[config.mk]
export PLATFORM = sky130hd
export DESIGN_NAME = sc_point_request_scheduler_flat
export DESIGN_NICKNAME = d
export VERILOG_FILES = /design/src/rtl/sc_point_request_scheduler_pkg.sv /design/src/rtl/sc_point_request_scheduler_if.sv /design/src/rtl/sc_point_request_scheduler_debouncer.sv /design/src/rtl/sc_point_request_scheduler.sv /design/src/flat_wrapper.sv
export SDC_FILE = /design/constraint.sdc
export NUM_CORES = 1
export LEC_CHECK = 0
export ABC_CLOCK_PERIOD_IN_PS = 4800
export BUFFER_PORTS_ARGS = -buffer_cell sky130_fd_sc_hd__buf_2
export CAP_MARGIN = 10
export CORE_ASPECT_RATIO = 0.9
export CORE_MARGIN = 2
export CORE_UTILIZATION = 45
export DETAILED_ROUTE_END_ITERATION = 7
export GPL_TIMING_DRIVEN = 0
export HOLD_SLACK_MARGIN = 0.15
export PLACE_DENSITY = 0.59
export SYNTH_ARGS = -nofsm -noshare
export SYNTH_HDL_FRONTEND = slang
export SYNTH_SLANG_ARGS = --single-unit
[constraint.sdc]
create_clock -name SC_STATEMACHINEPOINT_CLOCK_50 -period 4.8 [get_ports SC_STATEMACHINEPOINT_CLOCK_50]
set_input_delay 0.24 -clock SC_STATEMACHINEPOINT_CLOCK_50 [delete_from_list [all_inputs] [get_ports SC_STATEMACHINEPOINT_CLOCK_50]]
set_output_delay 0.24 -clock SC_STATEMACHINEPOINT_CLOCK_50 [all_outputs]
set_load 0.02 [all_outputs]
[src/rtl/sc_point_request_scheduler_pkg.sv]
// Shared types and constants for the point request scheduler slice:
// arbiter state encoding, request source indices and the priority pick.
package sc_point_request_scheduler_pkg;

  typedef enum logic [1:0] {
    STATE_IDLE_0  = 2'd0,
    STATE_GRANT_0 = 2'd1,
    STATE_GAP_0   = 2'd2
  } sched_state_t;

  typedef logic [1:0] src_idx_t;

  // Source indices double as bit positions in the pending/request vectors.
  localparam src_idx_t SRC_START = 2'd0;
  localparam src_idx_t SRC_LEFT  = 2'd1;
  localparam src_idx_t SRC_RIGHT = 2'd2;
  localparam src_idx_t SRC_TICK  = 2'd3;

  // Fixed priority start > left > right > tick; only meaningful when pend != 0.
  function automatic src_idx_t pick_winner(input logic [3:0] pend);
    if (pend[0])      return SRC_START;
    else if (pend[1]) return SRC_LEFT;
    else if (pend[2]) return SRC_RIGHT;
    else              return SRC_TICK;
  endfunction

endpackage

[src/rtl/sc_point_request_scheduler_if.sv]
// Board-side inputs and state-machine-side request outputs of the scheduler.
// master = whoever drives the raw buttons and reads the requests,
// slave  = the scheduler itself.
interface sc_point_request_scheduler_if;

  logic SC_SCHED_startButton_InLow;
  logic SC_SCHED_leftButton_InLow;
  logic SC_SCHED_rightButton_InLow;
  logic SC_SCHED_tickEnable_InHigh;
  logic SC_SCHED_startButton_OutLow;
  logic SC_SCHED_leftButton_OutLow;
  logic SC_SCHED_rightButton_OutLow;
  logic SC_SCHED_T0_OutLow;
  logic SC_SCHED_busy_OutHigh;
  logic SC_SCHED_overrun_OutHigh;

  modport master (
    output SC_SCHED_startButton_InLow,
    output SC_SCHED_leftButton_InLow,
    output SC_SCHED_rightButton_InLow,
    output SC_SCHED_tickEnable_InHigh,
    input  SC_SCHED_startButton_OutLow,
    input  SC_SCHED_leftButton_OutLow,
    input  SC_SCHED_rightButton_OutLow,
    input  SC_SCHED_T0_OutLow,
    input  SC_SCHED_busy_OutHigh,
    input  SC_SCHED_overrun_OutHigh
  );

  modport slave (
    input  SC_SCHED_startButton_InLow,
    input  SC_SCHED_leftButton_InLow,
    input  SC_SCHED_rightButton_InLow,
    input  SC_SCHED_tickEnable_InHigh,
    output SC_SCHED_startButton_OutLow,
    output SC_SCHED_leftButton_OutLow,
    output SC_SCHED_rightButton_OutLow,
    output SC_SCHED_T0_OutLow,
    output SC_SCHED_busy_OutHigh,
    output SC_SCHED_overrun_OutHigh
  );

endinterface

[src/rtl/sc_point_request_scheduler_debouncer.sv]
// Two-flop synchroniser plus counting debouncer for one active-low button.
// press_o is a one-cycle pulse issued when the debounced level falls 1->0;
// releases produce nothing, so a held button yields a single press.
module sc_button_debouncer #(
  parameter int DEBOUNCE_CYCLES = 4
) (
  input  logic clk_i,
  input  logic rst_i,
  input  logic button_raw_i,
  output logic press_o
);

  localparam int CNT_W = $clog2(DEBOUNCE_CYCLES + 1);

  logic             sync1_q;
  logic             sync2_q;
  logic             level_q;
  logic             press_q;
  logic [CNT_W-1:0] cnt_q;

  // Synchronise, then accept a level change only after DEBOUNCE_CYCLES
  // consecutive disagreeing samples; any agreeing sample restarts the count.
  always_ff @(posedge clk_i or posedge rst_i) begin
    if (rst_i) begin
      sync1_q <= 1'b1;
      sync2_q <= 1'b1;
      level_q <= 1'b1;
      press_q <= 1'b0;
      cnt_q   <= '0;
    end else begin
      sync1_q <= button_raw_i;
      sync2_q <= sync1_q;
      press_q <= 1'b0;
      if (sync2_q == level_q) begin
        cnt_q <= '0;
      end else if (cnt_q == CNT_W'(DEBOUNCE_CYCLES - 1)) begin
        level_q <= ~level_q;
        cnt_q   <= '0;
        press_q <= level_q;
      end else begin
        cnt_q <= cnt_q + 1'b1;
      end
    end
  end

  assign press_o = press_q;

endmodule

[src/rtl/sc_point_request_scheduler.sv]
// Request scheduler in front of the point state machine: debounces the three
// buttons, generates the periodic move tick and serialises all four request
// sources into one-cycle active-low pulses separated by a guard gap.
//
//   state         | meaning
//   --------------+-----------------------------------------------------
//   STATE_IDLE_0  | waiting; latch highest-priority pending source
//   STATE_GRANT_0 | winner's request output low for exactly one cycle
//   STATE_GAP_0   | GAP_CYCLES quiet cycles so the state machine settles
module sc_point_request_scheduler
  import sc_point_request_scheduler_pkg::*;
#(
  parameter int DEBOUNCE_CYCLES = 4,
  parameter int TICK_PERIOD     = 50000000,
  parameter int GAP_CYCLES      = 3
) (
  input  logic                                SC_STATEMACHINEPOINT_CLOCK_50,
  input  logic                                SC_STATEMACHINEPOINT_RESET_InHigh,
  sc_point_request_scheduler_if.slave         sched_if
);

  localparam int TICK_W = $clog2(TICK_PERIOD);
  localparam int GAP_W  = $clog2(GAP_CYCLES);

  logic              clk;
  logic              rst;
  logic [2:0]        raw_btn;
  logic [2:0]        press;

  sched_state_t      state_q;
  logic [GAP_W-1:0]  gap_cnt_q;
  logic [3:0]        req_n_q;
  logic              busy_q;

  logic [3:0]        pend_q, pend_d;
  logic [TICK_W-1:0] tick_cnt_q, tick_cnt_d;
  logic              overrun_q, overrun_d;
  logic              tick_wrap;
  logic              grant_take;
  src_idx_t          winner;

  assign clk = SC_STATEMACHINEPOINT_CLOCK_50;
  assign rst = SC_STATEMACHINEPOINT_RESET_InHigh;

  assign raw_btn[SRC_START] = sched_if.SC_SCHED_startButton_InLow;
  assign raw_btn[SRC_LEFT]  = sched_if.SC_SCHED_leftButton_InLow;
  assign raw_btn[SRC_RIGHT] = sched_if.SC_SCHED_rightButton_InLow;

  for (genvar g = 0; g < 3; g++) begin : g_btn
    sc_button_debouncer #(.DEBOUNCE_CYCLES(DEBOUNCE_CYCLES)) u_deb (
      .clk_i        (clk),
      .rst_i        (rst),
      .button_raw_i (raw_btn[g]),
      .press_o      (press[g])
    );
  end

  assign grant_take = (state_q == STATE_IDLE_0) && (|pend_q);
  assign winner     = pick_winner(pend_q);

  // Tick counter: free-runs while enabled, restarted by a start grant so the
  // first move after a start is a full period away.
  always_comb begin
    tick_cnt_d = tick_cnt_q;
    tick_wrap  = 1'b0;
    if (grant_take && (winner == SRC_START)) begin
      tick_cnt_d = '0;
    end else if (sched_if.SC_SCHED_tickEnable_InHigh) begin
      if (tick_cnt_q == TICK_W'(TICK_PERIOD - 1)) begin
        tick_cnt_d = '0;
        tick_wrap  = 1'b1;
      end else begin
        tick_cnt_d = tick_cnt_q + 1'b1;
      end
    end
  end

  // Pending flags: a grant clears its source, a new event sets it; set wins,
  // so an event coinciding with its own grant is served again later.
  always_comb begin
    pend_d = pend_q;
    if (grant_take) pend_d[winner] = 1'b0;
    pend_d[2:0] = pend_d[2:0] | press;
    if (tick_wrap) pend_d[SRC_TICK] = 1'b1;
    overrun_d = overrun_q |
                (tick_wrap && pend_q[SRC_TICK] &&
                 !(grant_take && (winner == SRC_TICK)));
  end

  // Pending flags, tick counter and sticky overrun.
  always_ff @(posedge clk or posedge rst) begin
    if (rst) begin
      pend_q     <= '0;
      tick_cnt_q <= '0;
      overrun_q  <= 1'b0;
    end else begin
      pend_q     <= pend_d;
      tick_cnt_q <= tick_cnt_d;
      overrun_q  <= overrun_d;
    end
  end

  // Arbiter FSM with registered request and busy outputs.
  always_ff @(posedge clk or posedge rst) begin
    if (rst) begin
      state_q   <= STATE_IDLE_0;
      gap_cnt_q <= '0;
      req_n_q   <= '1;
      busy_q    <= 1'b0;
    end else begin
      case (state_q)
        STATE_IDLE_0: begin
          if (grant_take) begin
            state_q <= STATE_GRANT_0;
            req_n_q <= ~(4'b0001 << winner);
            busy_q  <= 1'b1;
          end
        end
        STATE_GRANT_0: begin
          state_q   <= STATE_GAP_0;
          req_n_q   <= '1;
          gap_cnt_q <= '0;
        end
        STATE_GAP_0: begin
          if (gap_cnt_q == GAP_W'(GAP_CYCLES - 1)) begin
            state_q <= STATE_IDLE_0;
            busy_q  <= 1'b0;
          end else begin
            gap_cnt_q <= gap_cnt_q + 1'b1;
          end
        end
        default: begin
          state_q <= STATE_IDLE_0;
          req_n_q <= '1;
          busy_q  <= 1'b0;
        end
      endcase
    end
  end

  assign sched_if.SC_SCHED_startButton_OutLow = req_n_q[SRC_START];
  assign sched_if.SC_SCHED_leftButton_OutLow  = req_n_q[SRC_LEFT];
  assign sched_if.SC_SCHED_rightButton_OutLow = req_n_q[SRC_RIGHT];
  assign sched_if.SC_SCHED_T0_OutLow          = req_n_q[SRC_TICK];
  assign sched_if.SC_SCHED_busy_OutHigh       = busy_q;
  assign sched_if.SC_SCHED_overrun_OutHigh    = overrun_q;

endmodule

[src/flat_wrapper.sv]
// flat-port wrapper written by rule: the top's interface ports become plain ports
module sc_point_request_scheduler_flat import sc_point_request_scheduler_pkg::*;
#(
  parameter int DEBOUNCE_CYCLES = 4,
  parameter int TICK_PERIOD     = 50000000,
  parameter int GAP_CYCLES      = 3
)
  (SC_STATEMACHINEPOINT_CLOCK_50, SC_STATEMACHINEPOINT_RESET_InHigh, sched_if_SC_SCHED_startButton_InLow, sched_if_SC_SCHED_leftButton_InLow, sched_if_SC_SCHED_rightButton_InLow, sched_if_SC_SCHED_tickEnable_InHigh, sched_if_SC_SCHED_startButton_OutLow, sched_if_SC_SCHED_leftButton_OutLow, sched_if_SC_SCHED_rightButton_OutLow, sched_if_SC_SCHED_T0_OutLow, sched_if_SC_SCHED_busy_OutHigh, sched_if_SC_SCHED_overrun_OutHigh);
  sc_point_request_scheduler_if sched_if_i ();
  input  logic SC_STATEMACHINEPOINT_CLOCK_50;
  input  logic SC_STATEMACHINEPOINT_RESET_InHigh;
  input wire logic [$bits(sched_if_i.SC_SCHED_startButton_InLow)-1:0] sched_if_SC_SCHED_startButton_InLow;
  input wire logic [$bits(sched_if_i.SC_SCHED_leftButton_InLow)-1:0] sched_if_SC_SCHED_leftButton_InLow;
  input wire logic [$bits(sched_if_i.SC_SCHED_rightButton_InLow)-1:0] sched_if_SC_SCHED_rightButton_InLow;
  input wire logic [$bits(sched_if_i.SC_SCHED_tickEnable_InHigh)-1:0] sched_if_SC_SCHED_tickEnable_InHigh;
  output wire logic [$bits(sched_if_i.SC_SCHED_startButton_OutLow)-1:0] sched_if_SC_SCHED_startButton_OutLow;
  output wire logic [$bits(sched_if_i.SC_SCHED_leftButton_OutLow)-1:0] sched_if_SC_SCHED_leftButton_OutLow;
  output wire logic [$bits(sched_if_i.SC_SCHED_rightButton_OutLow)-1:0] sched_if_SC_SCHED_rightButton_OutLow;
  output wire logic [$bits(sched_if_i.SC_SCHED_T0_OutLow)-1:0] sched_if_SC_SCHED_T0_OutLow;
  output wire logic [$bits(sched_if_i.SC_SCHED_busy_OutHigh)-1:0] sched_if_SC_SCHED_busy_OutHigh;
  output wire logic [$bits(sched_if_i.SC_SCHED_overrun_OutHigh)-1:0] sched_if_SC_SCHED_overrun_OutHigh;
  assign sched_if_i.SC_SCHED_startButton_InLow = sched_if_SC_SCHED_startButton_InLow;
  assign sched_if_i.SC_SCHED_leftButton_InLow = sched_if_SC_SCHED_leftButton_InLow;
  assign sched_if_i.SC_SCHED_rightButton_InLow = sched_if_SC_SCHED_rightButton_InLow;
  assign sched_if_i.SC_SCHED_tickEnable_InHigh = sched_if_SC_SCHED_tickEnable_InHigh;
  assign sched_if_SC_SCHED_startButton_OutLow = sched_if_i.SC_SCHED_startButton_OutLow;
  assign sched_if_SC_SCHED_leftButton_OutLow = sched_if_i.SC_SCHED_leftButton_OutLow;
  assign sched_if_SC_SCHED_rightButton_OutLow = sched_if_i.SC_SCHED_rightButton_OutLow;
  assign sched_if_SC_SCHED_T0_OutLow = sched_if_i.SC_SCHED_T0_OutLow;
  assign sched_if_SC_SCHED_busy_OutHigh = sched_if_i.SC_SCHED_busy_OutHigh;
  assign sched_if_SC_SCHED_overrun_OutHigh = sched_if_i.SC_SCHED_overrun_OutHigh;
  sc_point_request_scheduler #(.DEBOUNCE_CYCLES(DEBOUNCE_CYCLES), .TICK_PERIOD(TICK_PERIOD), .GAP_CYCLES(GAP_CYCLES)) u_core (.SC_STATEMACHINEPOINT_CLOCK_50(SC_STATEMACHINEPOINT_CLOCK_50), .SC_STATEMACHINEPOINT_RESET_InHigh(SC_STATEMACHINEPOINT_RESET_InHigh), .sched_if(sched_if_i));
endmodule
==> results.cfg <==
[worst_setup_path]
worst_path_max_delay_cell = or4_1
crit_fanout = 6
r2r_cells = 7
critPathLaunchType = flip-flop
cp_data_required_time_ns = 5.05
cp.arrival_ns = 2.28
worst_path_largest_cell_delay_ns = 0.45
end_kind = flip-flop
worstSetupPathType = reg -> reg
path_cells = ha_1 -> and3_1 -> buf_2 -> nand4_1 -> o21ai_1 -> or4_1 -> o31ai_1

[synthesis]
synth_cells = 275
syn-num-nets = 286
synth_mux_area_frac = 0.0223
synth_area_um2 = 2980
post-synth-top-area-cell = dfrtp_1
synth_compound_area_frac = 0.0840
synth_commonest_cells = dfrtp_1 (48), nand2_1 (24), nor2_1 (14)
ys_seq_elements = 61
seq_area_frac_synth = 0.518
yosys.area_share.simple = 0.284
synth_area_leaders = dfrtp_1 (40%), dfstp_2 (11%), nand2_1 (3.0%), xor2_1 (2.9%), ha_1 (2.1%)
async_reset_ff_frac = 1.00
ys_types = 55
synth_edf_count = 0
yosys_warnings = 0
synthAdderAreaFrac = 0.0210
synth.most_common_cell = dfrtp_1
ys.flop_type = dfrtp_1
synth-xor-area-share = 0.0500
avgSynthCellArea_um2 = 10.8
synth_top_cell_area_share = 0.403
synth_top_family_by_area = simple AND/OR/NAND/NOR gates

[clock_network]
post_cts_resized = 0
cts-root-buf = clkbuf_8
cts_tree = done
cts_buffer_depth = 2
cts.sinks = 61
clkTransAtPathRegs_ns = 0.07
cts_buffers = 9
htree_levels = 3
clk_latency_ns = 0.35

[drt]
routed_wl_um = 5680
vias = 2094
routed_via_density = 5.27
drtIter0Drc = 73
drt_first_pass_iters = 4
drc_errors = 0
ant_nets = 0
wl_per_cell_um = 14.3

[place]
dp_worst_setup_slack_ns = 2.80
port_buffers = 11
hpwl_um = 3910
place_inst = 377
gp_congestion = 0.812
placed_cell_area_um2 = 3170

[global_route]
met2_usage = 0.270
grt_pass1_wl_um = 9980
antenna_found_initial = 0
grt-ovfl-total = 0
grt_max_degree = 40
top_usage_layer = met2
grt_usage = 0.178
gr-usage-met3 = 0.0612
grt_pass1_vias = 2041
met1_usage = 0.232

[worst_hold_path]
holdPathStages = 4
min_path_type = in -> reg

[floorplanning]
num_io_pins = 12
row_count = 28
fp.dieW_um = 89.8
die-area_um2 = 7290
die_y_um = 81.2
coreArea_um2 = 6480
start_util = 0.460

[status]
status = complete, no violations

[final_layout]
fillers = 566
fin_nets = 313
drive_gt1_frac = 0.257
fin_cells = 397
area_growth_pct = 15.2
final_cell_area_um2 = 3430
n_antenna_cell = 0

[power]
power.clock.fraction = 0.329
power.leakage_uw = 0.00153
combPwrFrac = 0.203
pwr-share-seq = 0.468
ir_drop_mv = 0.219
intPower_uw = 1080
power.switching_uw = 470
powerDensity_nw_per_um2 = 450
p_sw_frac = 0.304

[sta]
finalHoldViolations = 0
layout_min_cycle_time_ns = 2.03
setup-violations-final = 0
rsz0062_at_grt = false
fin_ws_ns = 2.77
fin_crit_sh = 0.423
final.setup.tns_ns = 0
drv_slew = 0
fmax_mhz = 493
fin_skew_ns = 0.00752
tightest_slew_ns = 0.675
relSlewSlack = 0.546

[run]
drv_cap = 0
## through the flow
step | util | power [uW] | hold slack (ns)
after floorplan | - | 957 | 0.244
after global placement | 0.486 | 1030 | 0.346
after detailed placement | 0.489 | 1040 | 0.294
after CTS | 0.530 | 1560 | 0.313
after global routing | 0.530 | 1640 | 0.348
final | 0.530 | 1550 | 0.326
## worst paths after layout
kind / startpoint / end / slack, ns
worst min-delay path: sched_if_SC_SCHED_tickEnable_InHigh / u_core.tick_cnt_q[1] / 0.33
worst max-delay path: u_core.tick_cnt_q[0] / u_core.tick_cnt_q[9] / 2.77
worst max register to register: u_core.tick_cnt_q[0] / u_core.tick_cnt_q[9] / 2.77
min in group asynchronous: SC_STATEMACHINEPOINT_RESET_InHigh / u_core.g_btn[2].u_deb.cnt_q[2] / 0.47
worst min register to register: u_core.g_btn[0].u_deb.sync1_q / u_core.g_btn[0].u_deb.sync2_q / 0.36
max in group asynchronous: SC_STATEMACHINEPOINT_RESET_InHigh / u_core.g_btn[1].u_deb.level_q / 3.70
## layer usage
layer | part of all wire | wire length, um | vias up
met5 | 0 | 0 | -
met4 | 0.023 | 131 | 0
met3 | 0.043 | 246 | 12
met2 | 0.44 | 2480 | 40
met1 | 0.50 | 2820 | 1007
li1 | - | - | 1035
## registers in the layout (all words and copies together), names as in the netlist
signal and flops:
u_core.g_btn.u_deb.level_q 3, u_core.state_q 2, u_core.g_btn.u_deb.press_o 3, u_core.req_n_q 4
u_core.sched_if.SC_SCHED_overrun_OutHigh 1, u_core.g_btn.u_deb.sync1_q 3, u_core.g_btn.u_deb.cnt_q 9, u_core.gap_cnt_q 2
u_core.tick_cnt_q 26, u_core.g_btn.u_deb.sync2_q 3, u_core.sched_if.SC_SCHED_busy_OutHigh 1, u_core.pend_q 4
## power groups by stage
stage / sequential, uW / combinational [uW] / clock (uW)
finish: 723 / 313 / 509
global route: 738 / 356 / 549
CTS: 722 / 315 / 526
detailed placement: 731 / 312 / 0
global placement: 727 / 303 / 0
floorplan: 727 / 231 / 0
## critical path: cells and delay by family (launching register included)
family,cells,cell delay [ns]
AO/OA/AOI/OAI,2,0.29
adder cells (fa/ha/maj),1,0.22
buffers and inverters,1,0.15
flip-flops,1,0.41
AND/OR/NAND/NOR,3,0.86
## cells in the final DEF (no fill, tap or decap), types with 10 or more instances in the layout
master	synthesis	routed
nor3_1	11	11
dfrtp_1	48	48
clkbuf_8	0	10
a21oi_1	10	10
nor2_2	10	10
buf_2	3	14
xor2_1	10	10
nor2_1	14	14
nand2_1	24	24
dfstp_2	13	13
nand3_1	11	11
## timing repair
item,in CTS,in global routing
hold endpoints to repair,21,0
hold buffers,4,0
buffers inserted,0,0
## cell type report
| cell class | count | area, um2 | area share |
|---|---|---|---|
| inverters | 9 | 33.8 | 0.00984 |
| clock buffers | 10 | 138 | 0.0401 |
| repair buffers | 16 | 115 | 0.0335 |
| multi-input cells | 198 | 1370 | 0.400 |
| flip-flops and latches | 61 | 1540 | 0.450 |
| clock inverters | 6 | 86.3 | 0.0252 |
| plain buffers | 7 | 30.0 | 0.00875 |
| well taps | 90 | 113 | 0.0328 |
## cells by family (layout without fill, tap and decap cells)
group / Yosys count / after routing
xor+xnor: 17 / 17
compound gates: 37 / 37
mux: 6 / 6
fa+ha+maj: 5 / 5
flops: 61 / 61
simple gates: 133 / 133
buf+inv: 16 / 48
No activity file was read; power rests on OpenSTA's default activity.
